[config.mk]
export PLATFORM = sky130hd
export DESIGN_NAME = ps2_key_sequencer
export DESIGN_NICKNAME = d
export VERILOG_FILES = /design/src/rtl/ps2_pkg.sv /design/src/rtl/key_evt_fifo.sv /design/src/rtl/ps2_key_sequencer.sv
export SDC_FILE = /design/constraint.sdc
export NUM_CORES = 1
export LEC_CHECK = 0
export CAP_MARGIN = 25
export CORE_MARGIN = 2
export CORE_UTILIZATION = 50
export CTS_CLUSTER_SIZE = 24
export DETAILED_ROUTE_END_ITERATION = 16
export PLACE_DENSITY = 0.78
export RECOVER_POWER = 25
export SYNTH_ARGS = -nofsm -noshare
export SYNTH_HDL_FRONTEND = slang
export SYNTH_HIERARCHICAL = 1
export SYNTH_SLANG_ARGS = --single-unit
[constraint.sdc]
create_clock -name clk -period 2 [get_ports clk]
set_clock_uncertainty 0.05 [all_clocks]
set_input_delay 0.5 -clock clk [delete_from_list [all_inputs] [get_ports clk]]
set_output_delay 0.5 -clock clk [all_outputs]
set_load 0.01 [all_outputs]
[src/rtl/ps2_pkg.sv]
// Shared encodings for the PS/2 key sequencer: FSM states, scan-code constants, event layout.
package ps2_pkg;

  typedef enum logic [1:0] {FWait, FPop, FGap} fetch_state_e;
  typedef enum logic [1:0] {PIdle, PE0, PF0, PE0F0} parse_state_e;

  localparam logic [7:0] ScExt    = 8'hE0;
  localparam logic [7:0] ScBrk    = 8'hF0;
  localparam logic [7:0] ScLShift = 8'h12;
  localparam logic [7:0] ScRShift = 8'h59;
  localparam logic [7:0] ScCtrl   = 8'h14;
  localparam logic [7:0] ScCaps   = 8'h58;

  typedef struct packed {
    logic [7:0] code;
    logic       ext;
    logic       brk;
  } key_evt_t;

  localparam int unsigned EvtW = 10;

  // Press counter runs 0..99 and wraps.
  function automatic logic [7:0] count_inc(input logic [7:0] c);
    return (c >= 8'd99) ? 8'd0 : c + 8'd1;
  endfunction

endpackage

[src/rtl/key_evt_fifo.sv]
// Key event queue of QDEPTH 10-bit entries; a push into a full queue is taken when a pop
// happens in the same cycle.
module key_evt_fifo #(
  parameter int unsigned QDEPTH = 4
) (
  input  logic       clk,
  input  logic       clrn,
  input  logic       push,
  input  logic [9:0] wdata,
  input  logic       pop,
  output logic [9:0] rdata,
  output logic       full,
  output logic       empty
);

  localparam int unsigned AW = $clog2(QDEPTH);
  localparam logic [AW:0] PtrOne = 1;

  logic [AW:0] wr_ptr_q, rd_ptr_q;
  logic [9:0]  mem_q [QDEPTH];
  logic        do_push, do_pop;

  assign empty   = (wr_ptr_q == rd_ptr_q);
  assign full    = (wr_ptr_q[AW] != rd_ptr_q[AW]) && (wr_ptr_q[AW-1:0] == rd_ptr_q[AW-1:0]);
  assign do_pop  = pop && !empty;
  assign do_push = push && (!full || do_pop);
  assign rdata   = mem_q[rd_ptr_q[AW-1:0]];

  always_ff @(posedge clk or negedge clrn) begin
    if (!clrn) begin
      wr_ptr_q <= '0;
      rd_ptr_q <= '0;
    end else begin
      if (do_push) wr_ptr_q <= wr_ptr_q + PtrOne;
      if (do_pop)  rd_ptr_q <= rd_ptr_q + PtrOne;
    end
  end

  always_ff @(posedge clk) begin
    if (do_push) mem_q[wr_ptr_q[AW-1:0]] <= wdata;
  end

endmodule

[src/rtl/ps2_key_sequencer.sv]
// Pops PS/2 scan bytes, folds E0/F0 prefixes into key events, tracks modifiers and presses.
// Define REPEAT_FILTER_EN to drop typematic repeat makes from the event stream.
module ps2_key_sequencer
  import ps2_pkg::*;
#(
  parameter int unsigned QDEPTH = 4
) (
  input  logic       clk,
  input  logic       clrn,
  input  logic       ready,
  input  logic [7:0] data,
  output logic       nextdata_n,
  output logic       evt_valid,
  input  logic       evt_ready,
  output logic [7:0] evt_code,
  output logic       evt_ext,
  output logic       evt_break,
  output logic       shift_on,
  output logic       ctrl_on,
  output logic       caps_lock,
  output logic [7:0] press_count
);

  fetch_state_e    fstate_q;
  parse_state_e    pstate_q, pstate_d;
  logic [7:0]      byte_q;
  logic            byte_vld_q;
  logic [8:0]      held_q;
  logic            held_vld_q;
  logic            lshift_q, rshift_q, caps_held_q;
  logic            is_code, is_make, is_brk, non_repeat, push;
  key_evt_t        evt_d, evt_head;
  logic [EvtW-1:0] head_bits;
  logic            q_full, q_empty;

  // Fetch: one pop strobe per byte, then a dead cycle so the receiver head can settle.
  always_ff @(posedge clk or negedge clrn) begin
    if (!clrn) begin
      fstate_q   <= FWait;
      nextdata_n <= 1'b1;
      byte_q     <= '0;
      byte_vld_q <= 1'b0;
    end else begin
      nextdata_n <= 1'b1;
      byte_vld_q <= 1'b0;
      case (fstate_q)
        FWait: begin
          if (ready && !q_full) begin
            fstate_q   <= FPop;
            nextdata_n <= 1'b0;
          end
        end
        FPop: begin
          byte_q     <= data;
          byte_vld_q <= 1'b1;
          fstate_q   <= FGap;
        end
        FGap:    fstate_q <= FWait;
        default: fstate_q <= FWait;
      endcase
    end
  end

  always_comb begin
    pstate_d = pstate_q;
    is_code  = 1'b0;
    if (byte_vld_q) begin
      if (byte_q == ScExt) begin
        pstate_d = (pstate_q == PIdle) ? PE0 : PIdle;
      end else if (byte_q == ScBrk) begin
        case (pstate_q)
          PIdle:   pstate_d = PF0;
          PE0:     pstate_d = PE0F0;
          default: pstate_d = PIdle;
        endcase
      end else begin
        is_code  = 1'b1;
        pstate_d = PIdle;
      end
    end
    evt_d.code = byte_q;
    evt_d.ext  = (pstate_q == PE0) || (pstate_q == PE0F0);
    evt_d.brk  = (pstate_q == PF0) || (pstate_q == PE0F0);
    is_make    = is_code && !evt_d.brk;
    is_brk     = is_code && evt_d.brk;
    non_repeat = is_make && (!held_vld_q || (held_q != {evt_d.ext, evt_d.code}));
`ifdef REPEAT_FILTER_EN
    push = is_brk || non_repeat;
`else
    push = is_code;
`endif
  end

  always_ff @(posedge clk or negedge clrn) begin
    if (!clrn) begin
      pstate_q    <= PIdle;
      held_q      <= '0;
      held_vld_q  <= 1'b0;
      lshift_q    <= 1'b0;
      rshift_q    <= 1'b0;
      ctrl_on     <= 1'b0;
      caps_lock   <= 1'b0;
      caps_held_q <= 1'b0;
      press_count <= '0;
    end else begin
      pstate_q <= pstate_d;
      if (is_make) begin
        held_q     <= {evt_d.ext, evt_d.code};
        held_vld_q <= 1'b1;
      end else if (is_brk && (held_q == {evt_d.ext, evt_d.code})) begin
        held_vld_q <= 1'b0;
      end
      if (non_repeat) press_count <= count_inc(press_count);
      // E0-prefixed 12/58 are fake keys in print-screen sequences, not shift or caps.
      if (is_code && !evt_d.ext) begin
        if (evt_d.code == ScLShift) lshift_q <= is_make;
        if (evt_d.code == ScRShift) rshift_q <= is_make;
        if (evt_d.code == ScCaps) begin
          if (is_make && !caps_held_q) caps_lock <= !caps_lock;
          caps_held_q <= is_make;
        end
      end
      if (is_code && (evt_d.code == ScCtrl)) ctrl_on <= is_make;
    end
  end

  assign shift_on = lshift_q | rshift_q;

  key_evt_fifo #(
    .QDEPTH(QDEPTH)
  ) u_evt_fifo (
    .clk  (clk),
    .clrn (clrn),
    .push (push),
    .wdata(evt_d),
    .pop  (evt_ready),
    .rdata(head_bits),
    .full (q_full),
    .empty(q_empty)
  );

  assign evt_head  = key_evt_t'(head_bits);
  assign evt_valid = !q_empty;
  assign evt_code  = evt_valid ? evt_head.code : 8'h00;
  assign evt_ext   = evt_valid & evt_head.ext;
  assign evt_break = evt_valid & evt_head.brk;

endmodule

Word-level counts from Yosys, hierarchy flattened

Memory sizes are Yosys's and may differ from the RTL's.
Index checks and enable logic that the tools add are counted.

Register bits after elaboration: 43
Memory bits (writable): 40
Input bits: 12
Output and inout bits: 23
Logic and storage cells: 86
Memories kept: 1

$add $sub $neg: 3
Order comparisons: 1
Equality and inequality tests: 16
Mux-type cells: 18
Bitwise operators: 3
Reductions and logical operators: 29

Memory list:

| memory           | depth | bits a word | read ports | clocked after memory_dff | wr ports | RTL line           | source |
|---|---|---|---|---|---|---|---|
| u_evt_fifo.mem_q | 4     | 10          | 1          | 0                        | 1        | key_evt_fifo.sv:20 | `logic [9:0] mem_q [QDEPTH];` |

Operators by type and width:

| kind                                                              | number |
|---|---|
| equality test 8 x 5 -> 1 bit, second input constant               | 2 |
| equality test 8 x 7 -> 1 bit, second input constant               | 2 |
| equality test 8 bit, second input constant                        | 2 |
| two-way mux 8 bit                                                 | 2 |
| logical AND 1 bit                                                 | 11 |
| two-way mux 1 bit                                                 | 11 |
| equality test 9 bit                                               | 1 |
| != test 9 bit                                                     | 1 |
| adder 8 x 1 -> 8 bit, second input constant                       | 1 |
| greater-or-equal comparator 8 x 7 -> 1 bit, second input constant | 1 |
| case mux 2 bit (2 select lines)                                   | 2 |
| zero test 1 bit                                                   | 7 |
| adder 3 x 1 -> 3 bit, second input constant                       | 2 |
| two-way mux 2 bit                                                 | 3 |
| AND reduction 2 bit                                               | 3 |
| equality test 2 x 1 -> 1 bit, second input constant               | 2 |
| equality test 2 bit, second input constant                        | 2 |
| zero test 2 bit                                                   | 2 |
| logical OR 1 bit                                                  | 4 |
| equality test 3 bit                                               | 1 |
| AND reduction 3 bit                                               | 1 |
| AND 1 bit                                                         | 2 |
| equality test 2 bit                                               | 1 |
| != test 2 bit, second input constant                              | 1 |
| other kinds (3)                                                   | 3 |

Longest topological paths before layout

Word-level depth: 8
Mapped depth: 7
Mapped depth without buffers: 6

Cells and area by module

Netlist, hierarchy kept.

Modules (own cells, without submodules):

| module            | times used | cells an instance | area each (µm²) | seq. area each (µm²) |
|---|---|---|---|---|
| key_evt_fifo      | 1          | 98                | 1888.1          | 1351.3 |
| ps2_key_sequencer | 1          | 180               | 1786.7          | 927.1 |

Least setup slack after synthesis

Ideal clock, no wire load.

Path kind: reg2out
Start: register u_evt_fifo.rd_ptr_q[1]
End: output evt_code[0]
Data arrival time: 1.528 ns
Data required time: 1.450 ns
Setup slack: -0.078 ns
Stages on the path, launching flop included: 7
Buffers on the path: 2
Path through: dfrtp_1 > xor2_1 > buf_2 > or2_2 > nor2_1 > clkbuf_1 > nor2b_1

Cells in the longest elaborated chain, start to end: 2
Elaborated cells on any way between the ends: 3
Those cells by class: eq/ne: 1; mux: 1; memory: 1

RTL lines:

| item                     | RTL line                 | source |
|---|---|---|
| start: declaration       | key_evt_fifo.sv:19       | `logic [AW:0] wr_ptr_q, rd_ptr_q;` |
| start signal: assignment | key_evt_fifo.sv:35       | `if (do_pop) rd_ptr_q <= rd_ptr_q + PtrOne;` |
| equality test 3 bit      | key_evt_fifo.sv:23       | `assign empty = (wr_ptr_q == rd_ptr_q);` |
| named net q_empty        | ps2_key_sequencer.sv:34  | `logic q_full, q_empty;` |
| two-way mux 8 bit        | ps2_key_sequencer.sv:144 | `assign evt_code = evt_valid ? evt_head.code : 8'h00;` |
| end: declaration         | ps2_key_sequencer.sv:15  | `output logic [7:0] evt_code,` |

The timed path passes the listed nets, and every way through them passes these cells.

Worst setup path after layout

Start: register u_evt_fifo.rd_ptr_q[0]
End: output evt_code[6]

Same word-level chain as after synthesis.

==> metrics.txt <==
status finished, violations left; failing checks negative setup slack; Slew Limit Fails 0; power consumption 0.00745 W; Synth area leader edfxtp_1; internal power 0.00477 W; Slew HR 28.5%; Cell Chain, Critical Path xor2_2 -> or2_4 -> nor2_4 -> buf_4 -> nor2b_1 -> buf_2; post-detail-place hpwl 5.10 mm; largest net degree at the start of global routing 25; pwr/cell area 1610 nW/um2; worst slack, placed -263 ps; setup ws final -259 ps; unrepaired setup endpoints after global routing yes; GR Util met3 5.03%; CTS root buffer clkbuf_8; Mapped Cells 278; CP arrival 1710 ps; Leak 1.88 nW; Worst Hold Class in -> async; Synth Register Bits 83; Combinational Power Share 47.2%; post-layout min period 2260 ps; first-pass GRT wire length 12.3 mm; num rows 31; number of cells on the worst reg-to-reg path 5; CP Class reg -> out; core area 7180 um2; worst-path fanout max 6; CP peak stage delay 460 ps; Cell variety after synth 46; total number of yosys warnings 6; vias per cell 5.45; DRC violations left 0; CP Data Required Time 1450 ps; hold_buf cts 0; share of total power in the clock network 15.8%; layer with the highest usage met2; Primary FF master, synth dfrtp_1; CTS buffer count 9; Worst-path clk slew 80 ps; GP Congestion 0.778; syn_nets 296; synthesized area 3670 um2; clk_lat worst skew 350 ps; Worst-Margin Slew 1070 ps; Final ANT Viol Nets 0; Sw Ratio 35.9%; VDD IR max 728 uV; Net count, final 364; r2r endpoint press_count[3]$_DFFE_PN0P_; DRT Wirelength 7.36 mm; Post-synth ARST share 51.8%; CTS H-tree depth 3; Fin. Hold Viols 0; crit end category output port; R2R Setup Slk 50 ps; Inserted Diodes 0; Die Footprint 8050 um2; top-count cell post-synth dfrtp_1; fraction of layout instances using a drive strength above 1 30.9%; part of the cycle the worst path needs 113%; Final setup viols 11; area grow syn2layout 25.6%; 1st-pass router iterations 4; Yosys top cell area share 32.7%; worst r2r src press_count[1]$_DFFE_PN0P_; grt total ovfl 0; CTS tree done; NetSw 0.00267 W; Reg power frac 37.0%; initial DRC count 137; vias in the first global route 2539; Seq/Total Area, Yosys 62.0%; fmax 443 MHz; DR vias 2445; CP startpoint kind flop; CTS max path bufs 2; CP max-delay cell dfrtp_2; number of synthesized flops with an enable pin 40; GRT met1 Usage 25.1%; I/O pins 35; MaxCap Viol Count 0; Clock Sinks 83; antenna violations before repair 0; Synth area leaders edfxtp_1 33%, dfrtp_1 29%, mux4_2 6.1%, nand2_1 4.1%, mux2_2 3.4%; PortBufs 34; Die Y 89.7 um; Die Wd 89.7 um; GR Util met2 32.4%; All-Layer GR Usage 19.5%; post-synthesis area per instance 13.2 um2; top cells by count, synth 42 x dfrtp_1, 40 x edfxtp_1, 40 x nand2_1; DR WL/cell 16.4 um; Starting Density 51.2%
## final cells by class
type,count,area (um2)
clock buffer,9,124
inverter,7,26.3
multi-input combinational,172,1390
tap,99,124
clock inverter,6,65.1
timing repair buffer,73,608
fill,540,2560
sequential,83,2280
## flip-flops by register name (all words and copies together), names as in the netlist, 2 cells and up
signal and flops:
byte_q 8, fstate_q 2, held_q 9, press_count 8, pstate_q 2, u_evt_fifo/mem_q 40, u_evt_fifo/rd_ptr_q 3, u_evt_fifo/wr_ptr_q 3
## critical path: cells and delay by family (launching register included)
family / cells / cell delay (ps)
buffers and inverters: 2 / 310
flip-flops: 1 / 460
AND/OR/NAND/NOR: 3 / 410
XOR/XNOR: 1 / 160
## placed cells by master (no fill, tap or decap), types with 5 or more instances in the layout
cell	Yosys	layout
buf_2	3	8
buf_4	0	34
buf_6	1	6
clkbuf_8	0	9
clkdlybuf4s50_1	0	20
dfrtp_1	42	39
edfxtp_1	40	40
ha_1	6	5
inv_1	7	6
mux2_2	11	11
mux4_2	10	10
nand2_1	40	40
nor2_1	7	6
nor2b_1	12	10
o21ai_0	7	7
o31ai_1	10	10
xor2_1	13	12
## what timing repair did
action                     4_1_cts  5_1_grt
gates resized for setup         63       19
pin swaps                        3        3
cloned                           1        0
buffers inserted                 4        0
setup endpoints to repair       32       54
## metrics by stage
| stage | hold slack, ps | util (%) | setup TNS, ps | instances | cell area (um2) |
|---|---|---|---|---|---|
| after detailed placement | 410 | 60.6 | -10960 | 431 | 4350 |
| after global routing | 347 | 64.3 | -3490 | 449 | 4610 |
| after global placement | 392 | 60.6 | -9900 | 431 | 4350 |
| after CTS | 51.0 | 63.7 | -3440 | 451 | 4570 |
| after floorplan | 154 | - | 0 | 278 | 3680 |
| final | 264 | 64.3 | -2630 | 449 | 4610 |
## power by group through the flow
stage	registers, W	clock network (W)	logic (W)
after CTS	0.00273	0.00119	0.00346
after detailed placement	0.00276	0	0.00337
final	0.00275	0.00117	0.00352
after floorplan	0.00279	0	0.00176
after global placement	0.00273	0	0.00326
after global routing	0.00282	0.00129	0.00384
## logic make-up after synthesis
| kind of cell | synth area share (%) |
|---|---|
| simple gates | 14.1 |
| flops | 62.0 |
| compound gates | 6.13 |
| buf+inv | 2.69 |
| mux | 9.50 |
| xor+xnor | 3.58 |
| fa+ha+maj | 2.04 |
## worst max-delay path by stage
| stage | start | slack (ps) | to |
|---|---|---|---|
| finish | u_evt_fifo/rd_ptr_q[0]$_DFFE_PN0P_ | -260 | evt_code[6] |
| global route | u_evt_fifo/rd_ptr_q[0]$_DFFE_PN0P_ | -340 | evt_break |
| CTS | u_evt_fifo/rd_ptr_q[0]$_DFFE_PN0P_ | -340 | evt_code[0] |
| detailed placement | u_evt_fifo/wr_ptr_q[1]$_DFFE_PN0P_ | -260 | evt_code[0] |
| global placement | evt_ready | -240 | u_evt_fifo/mem_q[1][4]$_DFFE_PP_ |
| floorplan | byte_q[2]$_DFFE_PN0P_ | 30 | u_evt_fifo/mem_q[3][0]$_DFFE_PP_ |
## routing by layer
metal | wire, um | up-vias
li1 | - | 1145
met1 | 3210 | 1217
met2 | 3670 | 72
met3 | 354 | 11
met4 | 119 | 0
met5 | 0 | -
No activity file was read; power rests on OpenSTA's default activity.
